$ cat src/rtl/mips_ctrl_pkg.sv
// rtl/mips_ctrl_pkg.sv - shared FSM state types and default latencies for the pipeline control slice
package mips_ctrl_pkg;

   typedef enum logic [1:0] {M_RUN, M_WAIT, M_ERR} mem_state_t;
   typedef enum logic [1:0] {MD_IDLE, MD_BUSY, MD_DONE} md_state_t;

   localparam int MULT_CYCLES_DEF = 4;
   localparam int DIV_CYCLES_DEF  = 32;
   localparam int MEM_TIMEOUT_DEF = 255;

endpackage

$ cat src/rtl/md_occupancy_ctr.sv
// rtl/md_occupancy_ctr.sv - mult/div EX occupancy FSM: holds the op in EX for its fixed latency
module md_occupancy_ctr #(
   parameter int MULT_CYCLES = mips_ctrl_pkg::MULT_CYCLES_DEF,
   parameter int DIV_CYCLES  = mips_ctrl_pkg::DIV_CYCLES_DEF
) (
   input  logic clk,
   input  logic reset,
   input  logic md_start_EX,
   input  logic md_is_div_EX,
   input  logic en_ex,
   output logic md_hold,
   output logic md_busy
);
   import mips_ctrl_pkg::*;

   localparam int MAXC = (DIV_CYCLES > MULT_CYCLES) ? DIV_CYCLES : MULT_CYCLES;
   localparam int CW   = $clog2(MAXC);

   md_state_t       state;
   logic [CW-1:0]   cnt;

   // The IDLE cycle that first sees the op is occupancy cycle 1, so BUSY loads N-2.
   always_ff @(posedge clk or posedge reset) begin
      if (reset) begin
         state   <= MD_IDLE;
         cnt     <= '0;
         md_busy <= 1'b0;
      end else begin
         case (state)
            MD_IDLE: begin
               if (md_start_EX) begin
                  state   <= MD_BUSY;
                  md_busy <= 1'b1;
                  cnt     <= md_is_div_EX ? CW'(DIV_CYCLES - 2) : CW'(MULT_CYCLES - 2);
               end
            end
            MD_BUSY: begin
               if (!md_start_EX) begin
                  state   <= MD_IDLE;
                  md_busy <= 1'b0;
               end else if (cnt == '0) begin
                  state   <= MD_DONE;
                  md_busy <= 1'b0;
               end else begin
                  cnt <= cnt - 1'b1;
               end
            end
            MD_DONE: begin
               if (en_ex)
                  state <= MD_IDLE;
            end
            default: begin
               state   <= MD_IDLE;
               md_busy <= 1'b0;
            end
         endcase
      end
   end

   assign md_hold = md_start_EX & (state != MD_DONE);

endmodule

$ cat src/rtl/pipeline_stall_ctrl.sv
// rtl/pipeline_stall_ctrl.sv - merges dmem wait, mult/div occupancy and hazard stalls into stage enables/flushes
module pipeline_stall_ctrl #(
   parameter int MULT_CYCLES = mips_ctrl_pkg::MULT_CYCLES_DEF,
   parameter int DIV_CYCLES  = mips_ctrl_pkg::DIV_CYCLES_DEF,
   parameter int MEM_TIMEOUT = mips_ctrl_pkg::MEM_TIMEOUT_DEF
) (
   input  logic        clk,
   input  logic        reset,
   input  logic        Stall_ID_HU,
   input  logic        PCSrc_ID,
   input  logic        MemRead_MEM,
   input  logic        MemWrite_MEM,
   input  logic        dmem_ready,
   input  logic        md_start_EX,
   input  logic        md_is_div_EX,
   output logic        En_IF,
   output logic        En_ID,
   output logic        En_EX,
   output logic        En_MEM,
   output logic        Flush_ID,
   output logic        Flush_EX,
   output logic        Flush_MEM,
   output logic        Flush_WB,
   output logic        dmem_req,
   output logic        md_busy,
   output logic        mem_err,
   output logic [31:0] stall_cycles
);
   import mips_ctrl_pkg::*;

   localparam int WCW = $clog2(MEM_TIMEOUT + 1);

   mem_state_t       mstate;
   logic [WCW-1:0]   wcnt;
   logic             acc;
   logic             mem_hold;
   logic             md_hold;
   logic             en_ex_raw;
   logic             en_if_raw;

   assign acc      = MemRead_MEM | MemWrite_MEM;
   assign mem_hold = (acc & ~dmem_ready) | (mstate == M_ERR);

   always_ff @(posedge clk or posedge reset) begin
      if (reset) begin
         mstate  <= M_RUN;
         wcnt    <= '0;
         mem_err <= 1'b0;
      end else begin
         case (mstate)
            M_RUN: begin
               if (acc & ~dmem_ready) begin
                  mstate <= M_WAIT;
                  wcnt   <= WCW'(1);
               end
            end
            M_WAIT: begin
               if (dmem_ready) begin
                  mstate <= M_RUN;
               end else if (wcnt + 1'b1 == WCW'(MEM_TIMEOUT)) begin
                  mstate  <= M_ERR;
                  mem_err <= 1'b1;
               end else begin
                  wcnt <= wcnt + 1'b1;
               end
            end
            M_ERR: mstate <= M_ERR;
            default: mstate <= M_RUN;
         endcase
      end
   end

   md_occupancy_ctr #(
      .MULT_CYCLES (MULT_CYCLES),
      .DIV_CYCLES  (DIV_CYCLES)
   ) u_md (
      .clk          (clk),
      .reset        (reset),
      .md_start_EX  (md_start_EX),
      .md_is_div_EX (md_is_div_EX),
      .en_ex        (en_ex_raw),
      .md_hold      (md_hold),
      .md_busy      (md_busy)
   );

   assign en_ex_raw = ~mem_hold & ~md_hold;
   assign en_if_raw = en_ex_raw & ~Stall_ID_HU;

   // Reset is folded in combinationally so enables drop and bubbles load the moment reset rises.
   assign En_MEM    = ~reset & ~mem_hold;
   assign En_EX     = ~reset & en_ex_raw;
   assign En_IF     = ~reset & en_if_raw;
   assign En_ID     = ~reset & en_if_raw;
   assign Flush_WB  = reset | mem_hold;
   assign Flush_MEM = reset | (md_hold & ~mem_hold);
   assign Flush_EX  = reset | (en_ex_raw & Stall_ID_HU);
   assign Flush_ID  = reset | (en_if_raw & PCSrc_ID);
   assign dmem_req  = ~reset & acc & (mstate != M_ERR);

   always_ff @(posedge clk or posedge reset) begin
      if (reset)
         stall_cycles <= '0;
      else if (!en_if_raw && stall_cycles != 32'hFFFF_FFFF)
         stall_cycles <= stall_cycles + 32'd1;
   end

endmodule

$ cat config.mk
export PLATFORM = sky130hd
export DESIGN_NAME = pipeline_stall_ctrl
export DESIGN_NICKNAME = d
export VERILOG_FILES = /design/src/rtl/mips_ctrl_pkg.sv /design/src/rtl/md_occupancy_ctr.sv /design/src/rtl/pipeline_stall_ctrl.sv
export SDC_FILE = /design/constraint.sdc
export NUM_CORES = 1
export LEC_CHECK = 0
export ABC_AREA = 1
export CORE_UTILIZATION = 35
export DETAILED_ROUTE_END_ITERATION = 12
export GPL_TIMING_DRIVEN = 1
export PLACE_DENSITY = 0.6
export SLEW_MARGIN = 10
export SYNTH_ARGS = -nofsm -noshare
export SYNTH_HDL_FRONTEND = slang
export SYNTH_HIERARCHICAL = 1
export SYNTH_SLANG_ARGS = --single-unit
$ cat constraint.sdc
create_clock -name clk -period 5.7 [get_ports clk]
set_input_delay 0.855 -clock clk [delete_from_list [all_inputs] [get_ports clk]]
set_output_delay 0.855 -clock clk [all_outputs]
set_load 0.05 [all_outputs]
# Word level (Yosys, flattened, before mapping)
# Index checks and enable logic that the tools add are counted.
# W data, S select, Z words.
dict set report totals {
  ff_bits 51
  input_bits 9
  out_inout_bits 43
  wordCells 86
}
dict set report op_classes {
  add_sub_neg 3
  eq_ne 17
  n_mux 22
  bitwise_logic 24
  reduce_logical 13
}
# operator n
set op_table {}
lappend op_table {{$add A32 B1 Y32 const B} 1}
lappend op_table {{$ne A32 B32 Y1 const B} 1}
lappend op_table {{$mux W8} 3}
lappend op_table {{$mux W5} 4}
lappend op_table {{$ne A2 B2 Y1 const B} 9}
lappend op_table {{$pmux W8 S2} 1}
lappend op_table {{$mux W2} 7}
lappend op_table {{$and A1 B1 Y1} 12}
lappend op_table {{$pmux W2 S3} 2}
lappend op_table {{$pmux W5 S2} 1}
lappend op_table {{$reduce_and A3 Y1} 3}
lappend op_table {{$add A8 B1 Y8 const B} 1}
lappend op_table {{$eq A8 B8 Y1 const B} 1}
lappend op_table {{$reduce_and A4 Y1} 2}
lappend op_table {{$not A1 Y1} 6}
lappend op_table {{$or A1 B1 Y1} 6}
lappend op_table {{$logic_not A5 Y1} 1}
lappend op_table {{$sub A5 B1 Y5 const B} 1}
lappend op_table {{$eq A2 B1 Y1 const B} 2}
lappend op_table {{$eq A2 B2 Y1 const B} 2}
lappend op_table {{$logic_not A2 Y1} 2}
lappend op_table {{$reduce_bool A2 Y1} 2}
lappend op_table {{$mux W1} 3}
lappend op_table {{$ne A3 B2 Y1 const B} 1}
lappend op_table {{other kinds (5)} 5}

# Depth between registers and ports, before layout
dict set report depth {
  ltp_word 8
  ltp_mapped 11
  ltp_nobuf 11
}

# Modules after synthesis
# Netlist, hierarchy kept.
# mod instances cells_per_inst area_each_um2 seq_area_each_um2
set modules_own_cells {}
lappend modules_own_cells {pipeline_stall_ctrl 1 442 2847.7 1076.0}
lappend modules_own_cells {md_occupancy_ctr 1 65 510.5 200.2}

# Least setup slack after synthesis
# No wires, ideal clock.
dict set report synth_path {
  path_type {input to output}
  startpoint {in reset}
  endpoint {out En_EX}
  arrival_ns 3.968
  t_required_ns 4.845
  path_slack_ns 0.877
  stages 5
  path_buffers 0
  path_cell_list {inv_1 nand2_1 nor2_1 inv_1 nor2_1}
}
dict set report synth_via {
  elab_chain_cells 2
}
# item line_no
set synth_rtl {}
lappend synth_rtl {{from (decl)} pipeline_stall_ctrl.sv:8} ;# input logic reset,
lappend synth_rtl {{$not A1 Y1} pipeline_stall_ctrl.sv:91} ;# assign En_EX = ~reset & en_ex_raw;
lappend synth_rtl {{$and A1 B1 Y1} pipeline_stall_ctrl.sv:91}
lappend synth_rtl {{to (decl)} pipeline_stall_ctrl.sv:18} ;# output logic En_EX,
# Every way passes these cells.

# Worst setup path after layout
dict set report layout_path {
  startpoint {in MemWrite_MEM}
  endpoint {out En_ID}
}
dict set report layout_via {
  elab_chain_cells 7
}
# item line_no
set layout_rtl {}
lappend layout_rtl {{from (decl)} pipeline_stall_ctrl.sv:12} ;# input logic MemWrite_MEM,
lappend layout_rtl {{$or A1 B1 Y1} pipeline_stall_ctrl.sv:41} ;# assign acc = MemRead_MEM | MemWrite_MEM;
lappend layout_rtl {{$and A1 B1 Y1} pipeline_stall_ctrl.sv:42} ;# assign mem_hold = (acc & ~dmem_ready) | (mstate == M_ERR);
lappend layout_rtl {{$or A1 B1 Y1} pipeline_stall_ctrl.sv:42}
lappend layout_rtl {{$not A1 Y1} pipeline_stall_ctrl.sv:86} ;# assign en_ex_raw = ~mem_hold & ~md_hold;
lappend layout_rtl {{$and A1 B1 Y1} pipeline_stall_ctrl.sv:86}
lappend layout_rtl {{net en_ex_raw} pipeline_stall_ctrl.sv:38} ;# logic en_ex_raw;
lappend layout_rtl {{$and A1 B1 Y1} pipeline_stall_ctrl.sv:87} ;# assign en_if_raw = en_ex_raw & ~Stall_ID_HU;
lappend layout_rtl {{$and A1 B1 Y1} pipeline_stall_ctrl.sv:93} ;# assign En_ID = ~reset & en_if_raw;
lappend layout_rtl {{to (decl)} pipeline_stall_ctrl.sv:17} ;# output logic En_ID,
# The timed path passes the listed nets, and every way through them passes these cells.

==> impl_metrics.toml <==
[status]
status = "finished clean"

[clock_network]
htreeDepth = 2
hold_buffers = 0
clk-insertion-delay-late_ps = 320
cts_tree = "done"
clk_pin_slew_ps = 120
cts_buffers = 5
root_buffer = "clkbuf_8"
clkSinkCount = 51
cts_setup_buffers = 0
post_cts_resized = 0
clk_path_buf_depth = 2

[layout]
final_common_cell = "nand2_1"
fin_area_mm2 = 0.00408
final_cell_mix = "212 x nand2_1, 65 x nor2_1, 51 x clkdlybuf4s50_1, 51 x dfrtp_1, 43 x nand3_1"
final_util_pct = 43.9
diodes = 0
layout-drive-gt1-share_pct = 6.61
final_nets = 572
area_growth_pct = 21.4

[sta]
relSlewSlack_pct = 60.4
skew_ps = 8.80
tightest_slew_ps = 594
rsz0062_at_grt = "no"
fin_crit_sh_pct = 66.6
report.final.slew_viol_count = 0
fin_ws_ps = 1900
setup_viol = 0
finalHoldViolations = 0
period_minus_slack_ps = 3800
fmax_ghz = 0.263
tns_ps = 0

[yosys]
synthCells = 507
synthDistinctLibCells = 29
ys_seq_elements = 51
ys_warn_count = 6
ys_seq_area_share_pct = 38.0
syn_nets = 520
avgSynthCellArea_um2 = 6.62
netlist_area_mm2 = 0.00336

[drt]
vias_per_cell = 4.79
first_iter_violations = 187
wl_mm = 8.60
wl_met2_mm = 3.83
top_layer = "met4"
route.met3.wl_um = 348
drt.antenna.violating_nets = 0
post_drt_wl_per_cell_um = 12.5
vias = 3299
first_pass_iters = 5
m1WireLength_mm = 4.28
drcViolationCount = 0

[floorplanning]
row_count = 35
start_util_pct = 36.2
die_area_mm2 = 0.00999
die-width_um = 100
io_pins = 52
die_h_um = 100
core_area_mm2 = 0.00928

[grt]
grt_max_degree = 47
grt-ovfl-total = 0
grt_pass1_vias = 2987
antenna_found_initial = 0
track_usage_pct = 18.1
grt_pass1_wl_mm = 14.5

[critical_path]
critPathKind = "input port to output port"
critPathLaunchType = "input port"
crit_fanout = 4
worstPathArrival_ps = 2940
cpMaxStageDelayCell = "clkdlybuf4s50_1"
end_kind = "output port"
r2r_cells = 10
crit_chain = "clkdlybuf4s50_1 -> o21bai_1 -> nand2_1 -> nor2_1 -> nand2_1 -> nor2_1 -> clkdlybuf4s50_1"
crit_cells = 7
critPathRequiredTime_ps = 4850
cp_top_family = "buffers and inverters"
slowest_delay_ps = 820
cp_num_buf_inv = 2

[placement]
pre_cts_ws_ps = 1880
dp_hpwl_mm = 6.45
placed_area_mm2 = 0.00398
gp_congestion = 0.888
port_buffers = 51

[pwr]
cellPowerDensity_mw_per_mm2 = 348
vdd_drop_max_v = 0.000288
p_leak_nw = 1.83

[min_path]
holdPathStages = 2
hp-class = "register to register"

[flow_run]
cap_violations = 0
where the power goes:
part           switching (mW)  total, mW  internal, mW  leakage, nW
combinational           0.453      0.666         0.213         1.10
clock                   0.145      0.236        0.0916       0.0467
sequential             0.0826      0.519         0.436        0.680
logic make-up (layout without fill, tap and decap cells):
kind of cell | Yosys count | in the layout | synth area share [%]
AO/OA/AOI/OAI | 25 | 25 | 4.36
XOR/XNOR | 15 | 15 | 3.91
adder cells (fa/ha/maj) | 4 | 4 | 1.49
buffers and inverters | 56 | 109 | 7.15
flip-flops | 51 | 51 | 38.0
AND/OR/NAND/NOR | 356 | 356 | 45.1
tightest hold or removal path, delay by kind of cell (launching register included):
family / cells / cell delay (ps)
flops: 1 / 360
simple gates: 2 / 90
synthesized netlist by cell type, drive strengths merged:
cell,count,area (µm²)
nand2,225,896
nor2,68,268
dfrtp,51,1280
inv,49,184
nand3,44,225
o21ai,17,92.6
nor3,13,81.3
xor2,9,78.8
buf,7,56.3
xnor2,6,52.6
nand3b,5,37.5
ha,4,50.1
o21bai,4,30.0
a21oi,3,15.0
a31o,1,8.76
nand4,1,6.26
per-layer routing:
metal	global-route usage [%]	vias up
li1	-	1684
met1	26.6	1516
met2	27.9	84
met3	2.30	15
met4	4.75	0
met5	0	-
final timing paths:
check	startpoint	end	slack [ps]
hold / removal	u_md/md_busy	u_md/md_busy	480
max in group asynchronous	reset	stall_cycles[31]	4190
setup reg to reg	stall_cycles[0]	stall_cycles[6]	3060
setup / recovery	MemWrite_MEM	En_ID	1900
hold reg to reg	u_md/md_busy	u_md/md_busy	480
min in group asynchronous	reset	u_md/cnt[1]	880
through the flow:
stage | hold WS [ps] | power, mW | instances
floorplan | 448 | 1.01 | 507
global placement | 454 | 1.18 | 681
detailed placement | 461 | 1.19 | 681
CTS | 490 | 1.43 | 689
global route | 518 | 1.52 | 689
finish | 484 | 1.42 | 689
cell type report:
| class | count | area [µm²] |
|---|---|---|
| Clock buffer | 5 | 68.8 |
| Clock inverter | 3 | 27.5 |
| Fill cell | 996 | 5210 |
| Inverter | 49 | 184 |
| Multi-Input combinational cell | 400 | 1840 |
| Sequential cell | 51 | 1280 |
| Tap cell | 129 | 161 |
| Timing Repair Buffer | 52 | 518 |
state kept, by name, indices dropped and copies added (netlist names):
signal and cells:
mem_err 1, u_md/state 2, u_md/cnt 5, mstate 2, u_md/md_busy 1, wcnt 8
stall_cycles 32
No activity file was read; power rests on OpenSTA's default activity.
